File: src/rtl/instruction_loader.sv
// Purpose : loads instruction memory from a UART byte stream (count byte, big-endian
//           data words, XOR checksum byte) into sequential word addresses from 0.
// Latency : write pulse one cycle after the 4th byte of a word; done/error one cycle after the checksum.
// Backpressure: none; a byte may arrive every cycle and none are dropped in LOAD or CHECK.
//
// Ports:
//   clk, reset          clock and synchronous active-high reset
//   start               one-cycle pulse, arms a new load (ignored while busy)
//   rx_valid, rx_data   received byte strobe and value
//   we, wa, wd          instruction memory write port (we is a one-cycle pulse)
//   busy, done, error   load status
module instruction_loader #(
    parameter int ADDR_WIDTH = 6
) (
    input  logic                  clk,
    input  logic                  reset,
    input  logic                  start,
    input  logic                  rx_valid,
    input  logic [7:0]            rx_data,
    output logic                  we,
    output logic [ADDR_WIDTH-1:0] wa,
    output logic [31:0]           wd,
    output logic                  busy,
    output logic                  done,
    output logic                  error
);

    // Word counter needs one extra bit so it can reach N = DEPTH without wrapping.
    localparam int CW    = ADDR_WIDTH + 1;
    localparam int DEPTH = 1 << ADDR_WIDTH;
    localparam logic [CW-1:0] DEPTH_C = CW'(DEPTH);

    typedef enum logic [2:0] {
        S_IDLE,
        S_WAIT_COUNT,
        S_LOAD,
        S_CHECK,
        S_DONE,
        S_ERROR
    } state_t;

    state_t                state_q, state_d;
    logic                  we_q, we_d;
    logic [ADDR_WIDTH-1:0] wa_q, wa_d;
    logic [31:0]           wd_q, wd_d;
    logic [23:0]           shift_q, shift_d;     // first three bytes of the current word
    logic [1:0]            byte_cnt_q, byte_cnt_d;
    logic [CW-1:0]         word_cnt_q, word_cnt_d;
    logic [CW-1:0]         n_words_q, n_words_d;
    logic [7:0]            csum_q, csum_d;

    logic                  count_legal;
    logic [CW-1:0]         count_words;

    // Count byte 0x00 encodes a full memory; anything above DEPTH is illegal.
    assign count_legal = ({24'd0, rx_data} <= 32'(DEPTH));
    assign count_words = (rx_data == 8'd0) ? DEPTH_C : CW'(rx_data);

    always_comb begin
        state_d    = state_q;
        we_d       = 1'b0;
        wa_d       = wa_q;
        wd_d       = wd_q;
        shift_d    = shift_q;
        byte_cnt_d = byte_cnt_q;
        word_cnt_d = word_cnt_q;
        n_words_d  = n_words_q;
        csum_d     = csum_q;

        case (state_q)
            S_IDLE: begin
                if (start) state_d = S_WAIT_COUNT;
            end
            S_WAIT_COUNT: begin
                if (rx_valid) begin
                    if (count_legal) begin
                        state_d    = S_LOAD;
                        n_words_d  = count_words;
                        word_cnt_d = '0;
                        byte_cnt_d = '0;
                        csum_d     = '0;
                        shift_d    = '0;
                    end else begin
                        state_d = S_ERROR;
                    end
                end
            end
            S_LOAD: begin
                if (rx_valid) begin
                    shift_d    = {shift_q[15:0], rx_data};
                    csum_d     = csum_q ^ rx_data;
                    byte_cnt_d = byte_cnt_q + 2'd1;
                    if (byte_cnt_q == 2'd3) begin
                        we_d       = 1'b1;
                        wa_d       = word_cnt_q[ADDR_WIDTH-1:0];
                        wd_d       = {shift_q, rx_data};
                        word_cnt_d = word_cnt_q + CW'(1);
                        if (word_cnt_q + CW'(1) == n_words_q) state_d = S_CHECK;
                    end
                end
            end
            S_CHECK: begin
                if (rx_valid) state_d = (rx_data == csum_q) ? S_DONE : S_ERROR;
            end
            S_DONE, S_ERROR: begin
                if (start) state_d = S_WAIT_COUNT;
            end
            default: state_d = S_IDLE;
        endcase
    end

    always_ff @(posedge clk) begin
        if (reset) begin
            state_q    <= S_IDLE;
            we_q       <= 1'b0;
            wa_q       <= '0;
            wd_q       <= '0;
            shift_q    <= '0;
            byte_cnt_q <= '0;
            word_cnt_q <= '0;
            n_words_q  <= '0;
            csum_q     <= '0;
        end else begin
            state_q    <= state_d;
            we_q       <= we_d;
            wa_q       <= wa_d;
            wd_q       <= wd_d;
            shift_q    <= shift_d;
            byte_cnt_q <= byte_cnt_d;
            word_cnt_q <= word_cnt_d;
            n_words_q  <= n_words_d;
            csum_q     <= csum_d;
        end
    end

    assign we    = we_q;
    assign wa    = wa_q;
    assign wd    = wd_q;
    assign busy  = (state_q == S_WAIT_COUNT) || (state_q == S_LOAD) || (state_q == S_CHECK);
    assign done  = (state_q == S_DONE);
    assign error = (state_q == S_ERROR);

endmodule

File: config.mk
export PLATFORM = sky130hd
export DESIGN_NAME = instruction_loader
export DESIGN_NICKNAME = d
export VERILOG_FILES = /design/src/rtl/instruction_loader.sv
export SDC_FILE = /design/constraint.sdc
export NUM_CORES = 1
export LEC_CHECK = 0
export CORE_ASPECT_RATIO = 1.75
export CORE_MARGIN = 5
export CORE_UTILIZATION = 45
export DETAILED_ROUTE_END_ITERATION = 16
export GPL_ROUTABILITY_DRIVEN = 0
export HOLD_SLACK_MARGIN = 0.1
export PLACE_DENSITY = 0.68
export SYNTH_ARGS = -nofsm -noshare
export SYNTH_HDL_FRONTEND = slang
export SYNTH_SLANG_ARGS = --single-unit
File: constraint.sdc
create_clock -name clk -period 2.61 [get_ports clk]
set_input_delay 0.3915 -clock clk [delete_from_list [all_inputs] [get_ports clk]]
set_output_delay 0.3915 -clock clk [all_outputs]
set_load 0.05 [all_outputs]
==> results.md, run 1 <==
- Synth Register Bits: 90
- Antenna-violating nets left: 0
- Clk_skew: 0.006519 ns
- DR vias: 3084
- Synth Area per Inst: 8.719 um^2
- Post-synthesis cell count: 414
- RSZ-0062 raised after global routing: false
- Dpl hpwl: 5946 um
- Critical path's top delay family: buffers and inverters
- Critical Path Fanout Max: 11
- Vias in the first global route: 3032
- Total die area: 0.009984 mm^2
- Worst-Margin Slew: 0.6682 ns
- Fin worst setup slack: 0.3660 ns
- Area Overhead vs Synth: 25.68%
- Post-Place Worst Slack: 0.07398 ns
- Non-Filler Instances: 562
- DRC errors left: 0
- Vias per inst: 5.488
- CP max stage cell: clkdlybuf4s50_1
- Setup crit start kind: register
- Status: finished, final reports clean
- Final Power: 3025 uW
- H-Tree Depth: 3
- Yosys cell types: 42
- Post-route setup TNS: 0 ns
- Die X: 77.71 um
- Final wirelength: 8708 um
- Sequential share of the synthesized area: 49.91%
- CTS tree: built
- Fmax: 445.6 MHz
- Hold_buf cts: 0
- Max-slew violations: 0
- Final setup viols: 0
- CTS max path bufs: 2
- CP Capture Type: output pin
- Starting Density: 45.64%
- Reg2Reg Launch Point: word_cnt_q[0]$_SDFFE_PP0P_
- Max cap viols: 0
- Ys Warns: 0
- GRT Total Usage: 18.26%
- Tightest Hold Check Type: reg2reg
- Die height: 128.5 um
- TritonCTS buffer count: 9
- Setup crit end: busy
- Core area: 0.007909 mm^2
- FF-to-FF End: state_q[0]$_SDFFE_PP0P_
- Worst-skew pair later-pin latency: 0.34 ns
- Layout cells sized above 1: 8.280%
- Setup crit start: state_q[1]$_SDFFE_PP0P_
- Worst vdd ir: 465.7 uV
- Ys async rst share: 0%
- Initial antenna violation count: 1
- Pwr dens: 666.8 mW/mm^2
- Largest net degree at the start of global routing: 65
- Static leakage: 0.001616 uW
- Gr ovfl total: 0
- WP depth: 3
- Multi-input gate area: 0.001645 mm^2
- DP Cell Count: 545
- Number of fillers in the final layout: 742
- Fin Hold WS: 0.4512 ns
- Post-synthesis cell area: 0.003610 mm^2
- I/O Buffers: 53
- Kind of critical path: reg2out
- # IOs: 54
- Final Cycle Share: 85.98%
- WL per Instance: 15.49 um
- Iteration-0 DRC count of the detailed router: 218
- Setup bufs post-CTS: 0
- EDFF count, synth: 0
- Worst r2r path cells: 6
- Data required time at the worst endpoint: 2.22 ns
- Slowest stage delay, CP: 0.79 ns
- Worst path buffer plus inverter count: 2
- Max-Slew Margin vs Limit: 55.46%
- CTS clk-pin slew, worst paths: 0.06 ns
- Worst EP arrival: 1.85 ns
- Sink Count: 90
- Nets: 480
- Final hold vios: 0
- Detailed Routing Iterations Pass 1: 4
- Sequential cell area: 0.001802 mm^2
- FP Rows: 43
- Most used DFF post-synth: dfxtp_1
- CP Cell Sequence: o21bai_1 > inv_1 > clkdlybuf4s50_1
- CTS resizes: 0
- Reg2reg setup slack: 0.48 ns
- CTS Root Cell: clkbuf_16
- First-pass GRT wire length: 14770 um
- Minimum clock period: 2.244 ns
- Mapped Nets: 428
==> logic make-up after synthesis <==
group,synth area share [%]
buffers and inverters,4.506
xor gates and xnor gates,2.912
adders and majority gates,0.6931
AOI/OAI and AO/OA,20.83
muxes,2.288
and+or+nand+nor,18.86
DFF,49.91
==> per-layer routing <==
layer | vias to the layer above | track usage [%] | wire length [um] | part of all wire, %
met5 | - | 0 | 0 | 0
met2 | 64 | 32.20 | 4622 | 53
met1 | 1466 | 21.25 | 3557 | 41
met4 | 0 | 8.401 | 233 | 2.7
met3 | 17 | 3.081 | 294 | 3.4
li1 | 1537 | - | - | -
==> placed cells by master, fill, tap and decap left out, types with 2 or more instances in the layout <==
cell / count
dfxtp_1: 90
nand2_1: 89
a21oi_1: 54
clkdlybuf4s50_1: 51
a22o_1: 25
nor2_1: 22
o21ai_0: 18
buf_4: 14
nor2b_1: 10
clkbuf_16: 9
nor3_1: 7
xor2_1: 6
xnor2_1: 6
mux2i_1: 6
inv_1: 5
nand3_1: 5
a311oi_1: 5
and2_1: 4
nand2b_1: 3
and3_1: 3
or3_1: 2
nand3b_1: 2
a211oi_1: 2
a221oi_1: 2
mux2_2: 2
ha_1: 2
clkinv_2: 2
clkbuf_8: 2
buf_12: 2
==> Yosys cell counts, drive strengths merged (6+ instances only) <==
cell type   n  area share, %
xnor2       6            1.5
nand2      89            9.3
a22o       25            6.1
a21oi      55            7.9
xor2        6            1.5
nor3        7           0.97
buf        16            2.7
nor2b      10            1.7
nor2       22            2.3
dfxtp      90             50
o21ai      18            2.5
clkbuf     12            1.2
mux2i       6            1.7
==> how the worst min path moves through the flow <==
| stage | cells after the start | end | from |
|---|---|---|---|
| 2_1_floorplan | 2 | wd[24]$_SDFFE_PP0P_ | shift_q[16]$_SDFFE_PP0P_ |
| 3_3_place_gp | 2 | wd[4]$_SDFFE_PP0P_ | wd[4]$_SDFFE_PP0P_ |
| 5_1_grt | 2 | wd[0]$_SDFFE_PP0P_ | wd[0]$_SDFFE_PP0P_ |
| 6_report | 2 | wa[4]$_SDFFE_PP0P_ | wa[4]$_SDFFE_PP0P_ |
| 3_5_place_dp | 2 | wd[0]$_SDFFE_PP0P_ | wd[0]$_SDFFE_PP0P_ |
| 4_1_cts | 2 | wd[26]$_SDFFE_PP0P_ | shift_q[18]$_SDFFE_PP0P_ |
==> registers in the layout, summed over array words and instances, names as in the netlist <==
register and cells:
csum_q 8, n_words_q 7, shift_q 24, state_q 3
wa 6, we 1, word_cnt_q 7, wd 32
byte_cnt_q 2
==> final cells by class <==
class	count	area share (%)
Sequential cell	90	39.71
Multi-Input combinational cell	291	36.27
Timing Repair Buffer	69	14.84
Clock buffer	12	5.654
Tap cell	90	2.482
Clock inverter	4	0.5792
Inverter	5	0.4137
Antenna cell	1	0.05516
==> power by group <==
| group | switching [uW] | total (uW) | internal, uW |
|---|---|---|---|
| Combinational | 210 | 355 | 144 |
| Clock | 511 | 1210 | 695 |
| Sequential | 51.5 | 1460 | 1410 |
| Total | 773 | 3020 | 2250 |
==> tightest hold or removal path, delay by kind of cell, from the launching register on <==
kind             cells  cell delay (ns)
flip-flops           1             0.30
AND/OR/NAND/NOR      1             0.05
AO/OA/AOI/OAI        1             0.05
==> metrics by stage <==
step / utilization [%] / area, um^2
global placement: 53.73 / 4249
global route: 57.36 / 4537
CTS: 57.30 / 4532
detailed placement: 53.73 / 4249
finish: 57.36 / 4537
floorplan: - / 3610
Power figures use the tool's default switching activity.
==> inputs of run 2 (changes only) <==
--- a/config.mk
+++ b/config.mk
@@ -5,13 +5,15 @@
 export SDC_FILE = /design/constraint.sdc
 export NUM_CORES = 1
 export LEC_CHECK = 0
+export CELL_PAD_IN_SITES_DETAIL_PLACEMENT = 0
+export CELL_PAD_IN_SITES_GLOBAL_PLACEMENT = 1
 export CORE_ASPECT_RATIO = 1.75
 export CORE_MARGIN = 5
-export CORE_UTILIZATION = 45
+export CORE_UTILIZATION = 40
 export DETAILED_ROUTE_END_ITERATION = 16
 export GPL_ROUTABILITY_DRIVEN = 0
 export HOLD_SLACK_MARGIN = 0.1
-export PLACE_DENSITY = 0.68
+export PLACE_DENSITY_LB_ADDON = 0.3
 export SYNTH_ARGS = -nofsm -noshare
 export SYNTH_HDL_FRONTEND = slang
 export SYNTH_SLANG_ARGS = --single-unit
==> run 2 against run 1 <==
Via count increased by 1.0%. Clock power increased by 8%. Non-clock buffer count increased by 4. Routed wire length increased by 7.8%. Sequential share of layout area decreased by 0.74 points. Largest cell class unchanged. Critical endpoint unchanged.
==> results.md, run 2 (synthesized netlist as in run 1, its figures left out) <==
- Vias in the first global route: 2944
- Sink Count: 90
- Data required time at the worst endpoint: 2.22 ns
- Fmax: 443.8 MHz
- Worst Hold Endpoint: wd[28]$_SDFFE_PP0P_
- CTS Root Cell: clkbuf_16
- CTS max path bufs: 2
- Antenna-violating nets left: 0
- Reg2Reg Launch Point: word_cnt_q[1]$_SDFFE_PP0P_
- CTS clk-pin slew, worst paths: 0.06 ns
- Setup crit start kind: register
- Final wirelength: 9387 um
- Worst-skew pair later-pin latency: 0.34 ns
- GRT Total Usage: 17.83%
- WL per Instance: 15.78 um
- Clk_skew: 0.007904 ns
- Worst-Margin Slew: 0.6565 ns
- CP Capture Type: output pin
- I/O Buffers: 53
- Area Overhead vs Synth: 28.08%
- Detailed Routing Iterations Pass 1: 4
- CTS tree: built
- Commonest non-fill, non-tap cell in the layout: dfxtp_1
- DRC errors left: 0
- FF-to-FF End: state_q[0]$_SDFFE_PP0P_
- Worst vdd ir: 472.0 uV
- Nets: 484
- TritonCTS buffer count: 9
- Hold_buf cts: 0
- Max reg flops: 32
- Largest net degree at the start of global routing: 49
- Fin Hold WS: 0.4503 ns
- Iteration-0 DRC count of the detailed router: 193
- Core area: 0.008921 mm^2
- Starting Density: 40.46%
- H-Tree Depth: 3
- Number of fillers in the final layout: 840
- Worst r2r path cells: 6
- FP Rows: 46
- Max-Slew Margin vs Limit: 56.14%
- RSZ-0062 raised after global routing: false
- Final Cycle Share: 86.33%
- Final hold vios: 0
- Dpl hpwl: 6558 um
- Util after Layout: 51.82%
- # IOs: 54
- Worst EP arrival: 1.86 ns
- Hold_sp: shift_q[20]$_SDFFE_PP0P_
- Minimum clock period: 2.253 ns
- Reg2reg setup slack: 0.51 ns
- Critical Path Fanout Max: 11
- Max-slew violations: 0
- Most frequent cells in the layout: dfxtp_1 (90), nand2_1 (89), a21oi_1 (54)
- Kind of critical path: reg2out
- Gr ovfl total: 0
- First-pass GRT wire length: 15010 um
- Max cap viols: 0
- Tightest Hold Check Type: reg2reg
- Final Power: 3148 uW
- Vias per inst: 5.237
- Post-route setup TNS: 0 ns
- Die height: 135.7 um
- Ant. Diodes: 0
- Die X: 81.81 um
- Pwr dens: 680.9 mW/mm^2
- Total die area: 0.01110 mm^2
- Final setup viols: 0
- Initial antenna violation count: 0
- Status: finished, final reports clean
- Layout cells sized above 1: 9.053%
- Worst Hold Path Cells: 2
- Static leakage: 0.001631 uW
- DR vias: 3116
## run 2: changes by cell type in the layout (fill, tap and decap cells not counted), sizes merged
cell / before / now
clkbuf: 12 / 11
clkinvlp: 1 / 3
buf: 17 / 21
clkinv: 3 / 0
diode: 1 / 0
inv: 5 / 6
bufinv: 0 / 1
## run 2: cell type report
type                    instances  area (um^2)  share of cell area, %
clock buffers                  11        242.7                  5.250
well taps                     120        150.1                  3.248
multi-input cells             291         1645                  35.59
clock inverters                 5        61.31                  1.326
repair buffers                 73        703.2                  15.21
flip-flops and latches         90         1802                  38.97
inverters                       5        18.77                 0.4060
## run 2: worst max path at each step
| stage | startpoint | endpoint | slack (ns) | cells after the start |
|---|---|---|---|---|
| after floorplan | word_cnt_q[0]$_SDFFE_PP0P_ | state_q[0]$_SDFFE_PP0P_ | 0.73 | 6 |
| after global placement | rx_data[3] | n_words_q[6]$_SDFFE_PP0P_ | 0.11 | 6 |
| after detailed placement | rx_data[3] | n_words_q[1]$_SDFFE_PP0P_ | 0.05 | 6 |
| after CTS | state_q[0]$_SDFFE_PP0P_ | error | 0.03 | 3 |
| after global routing | state_q[1]$_SDFFE_PP0P_ | busy | 0.28 | 3 |
| final | state_q[1]$_SDFFE_PP0P_ | busy | 0.36 | 3 |
## run 2: layer usage
layer | share of wire (%) | track usage (%) | vias to the layer above
met4 | 1.8 | 6.377 | 0
met5 | 0 | 0 | -
met3 | 3.4 | 4.328 | 12
met1 | 42 | 21.71 | 1495
li1 | - | - | 1543
met2 | 53 | 29.97 | 66
## run 2: repair_timing
| item | CTS | global route |
|---|---|---|
| setup buffers | 0 | 0 |
| setup endpoints to repair | 0 | 1 |
| gates resized for setup | 0 | 1 |
## run 2: stage by stage
stage	worst slack [ns]	area (um^2)	cells
floorplan	0.7252	3610	414
global placement	0.1053	4317	579
detailed placement	0.05128	4317	579
CTS	0.03165	4621	595
global route	0.2756	4623	595
finish	0.3568	4623	595
## run 2: worst max-delay path, cell delays in order, from the launching register on
cell,delay [ns]
dfxtp_1,0.52
o21bai_1,0.15
inv_1,0.07
clkdlybuf4s50_1,0.79
## run 2: report_power, final
group | internal [uW] | switching, uW | total, uW
logic | 152 | 219 | 371
clock network | 772 | 540 | 1310
registers | 1410 | 53.2 | 1470
==> inputs of run 3 (changes only) <==
--- a/config.mk
+++ b/config.mk
@@ -8,7 +8,7 @@
 export CELL_PAD_IN_SITES_DETAIL_PLACEMENT = 0
 export CELL_PAD_IN_SITES_GLOBAL_PLACEMENT = 1
 export CORE_ASPECT_RATIO = 1.75
-export CORE_MARGIN = 5
+export CORE_MARGIN = 4
 export CORE_UTILIZATION = 40
 export DETAILED_ROUTE_END_ITERATION = 16
 export GPL_ROUTABILITY_DRIVEN = 0
==> run 3 against run 2 <==
Routed wire length down 2.6%. Combinational power up 2%. Final cell count down 0.84%. Sequential power about the same. Worst setup slack worse by 0.19 ns. Sequential cell count unchanged. Die area down 3.9%. Clock skew down 0.00064 ns. Non-clock buffer count down 1. Total power up 1.1%. First-iteration DRC count down 39%. Largest cell class unchanged.
==> results.md, run 3 (synthesized netlist as in run 1, its figures left out) <==
- Multi-input gate area: 0.001645 mm^2
- Nets: 483
- Hold_buf cts: 0
- Final wirelength: 9142 um
- CTS Root Cell: clkbuf_16
- Gr ovfl total: 0
- Max-Slew Margin vs Limit: 53.01%
- Cell area after layout: 0.004601 mm^2
- Sink Count: 90
- TritonCTS buffer count: 9
- Final setup viols: 0
- Minimum clock period: 2.446 ns
- Max reg flops: 32
- Pwr dens: 691.5 mW/mm^2
- Ant. Diodes: 0
- Worst-Margin Slew: 0.7048 ns
- First-pass GRT wire length: 14850 um
- Core area: 0.008727 mm^2
- CTS resizes: 0
- Area Overhead vs Synth: 27.45%
- Final hold vios: 0
- Number of fillers in the final layout: 834
- Total die area: 0.01067 mm^2
- Fin worst setup slack: 0.1639 ns
- Post-route setup TNS: 0 ns
- Commonest non-fill, non-tap cell in the layout: dfxtp_1
- Worst EP arrival: 2.05 ns
- Sequential cell area: 0.001802 mm^2
- Largest net degree at the start of global routing: 65
- # IOs: 54
- FP Rows: 45
- Die height: 133.7 um
- Setup crit start kind: register
- Antenna-violating nets left: 0
- Starting Density: 41.36%
- Critical Path Fanout Max: 11
- Detailed Routing Iterations Pass 1: 4
- Die X: 79.81 um
- Max cap viols: 0
- CTS clk-pin slew, worst paths: 0.06 ns
- Vias in the first global route: 2979
- DRC errors left: 0
- GRT Total Usage: 17.79%
- Worst vdd ir: 398.3 uV
- Clk_skew: 0.007268 ns
- WL per Instance: 15.49 um
- Post-Place Worst Slack: 0.07253 ns
- Vias per inst: 5.202
- CP Capture Type: output pin
- Layout cells sized above 1: 8.668%
- Post-placement cell area: 0.004293 mm^2
- I/O Buffers: 53
- Dpl hpwl: 6241 um
- Fmax: 408.8 MHz
- CTS tree: built
- Kind of critical path: reg2out
- RSZ-0062 raised after global routing: false
- Most frequent cells in the layout: dfxtp_1 (90), nand2_1 (89), a21oi_1 (54)
- Status: finished, final reports clean
- Max-slew violations: 0
- Data required time at the worst endpoint: 2.22 ns
- H-Tree Depth: 3
- Initial antenna violation count: 0
- Static leakage: 0.001620 uW
- Setup bufs post-CTS: 0
- DR vias: 3069
- CTS max path bufs: 2
- Worst-skew pair later-pin latency: 0.34 ns
- Tightest Hold Check Type: reg2reg
- Iteration-0 DRC count of the detailed router: 118
- Final Cycle Share: 93.72%
==> run 3: changes by cell type in the layout (fill, tap and decap cells not counted), sizes merged <==
| cell | previous run | this run |
|---|---|---|
| clkinv | 0 | 2 |
| buf | 21 | 20 |
| clkdlybuf4s50 | 51 | 52 |
| bufinv | 1 | 2 |
| clkbuf | 11 | 10 |
| dlymetal6s2s | 1 | 0 |
| clkinvlp | 3 | 0 |
==> run 3: layout make-up <==
cell class	count	share of cell area [%]
inverter	5	0.4079
sequential	90	39.16
tap	117	3.182
clock buffer	10	4.977
clock inverter	5	1.713
multi-input combinational	291	35.76
timing repair buffer	72	14.79
==> run 3: worst paths after layout <==
| path | startpoint | endpoint | slack [ns] | cells past startpoint |
|---|---|---|---|---|
| setup / recovery | state_q[1]$_SDFFE_PP0P_ | error | 0.16 | 3 |
| hold / removal | wd[24]$_SDFFE_PP0P_ | wd[24]$_SDFFE_PP0P_ | 0.45 | 2 |
| setup reg to reg | word_cnt_q[1]$_SDFFE_PP0P_ | state_q[0]$_SDFFE_PP0P_ | 0.44 | 6 |
| hold reg to reg | wd[24]$_SDFFE_PP0P_ | wd[24]$_SDFFE_PP0P_ | 0.45 | 2 |
==> run 3: stage by stage <==
stage	hold WS [ns]	util (%)	total power, uW	std cells
floorplan	0.4316	-	1733	414
global route	0.4762	52.72	3306	590
CTS	0.4573	52.72	3215	590
global placement	0.4436	49.19	1855	575
detailed placement	0.4466	49.19	1860	575
finish	0.4528	52.72	3181	590
==> run 3: worst max-delay path, stage by stage, from the launching register on <==
cell             delay, ns
dfxtp_1               0.41
nor2b_1               0.34
and2_1                0.17
clkdlybuf4s50_1       0.79
==> run 3: power by group <==
| part | leakage, uW | total (uW) | internal, uW | switching, uW |
|---|---|---|---|---|
| Sequential | 0.000726 | 1450 | 1410 | 42.0 |
| Clock | 0.000153 | 1350 | 833 | 517 |
| Combinational | 0.000741 | 377 | 150 | 227 |
| Total | 0.00162 | 3180 | 2400 | 786 |
==> run 3: per-layer routing <==
layer | up-vias | part of all wire, % | global-route usage [%]
li1 | 1536 | - | -
met1 | 1461 | 42 | 21.16
met2 | 56 | 52 | 30.42
met3 | 16 | 2.6 | 2.706
met4 | 0 | 2.6 | 9.117
met5 | - | 0 | 0
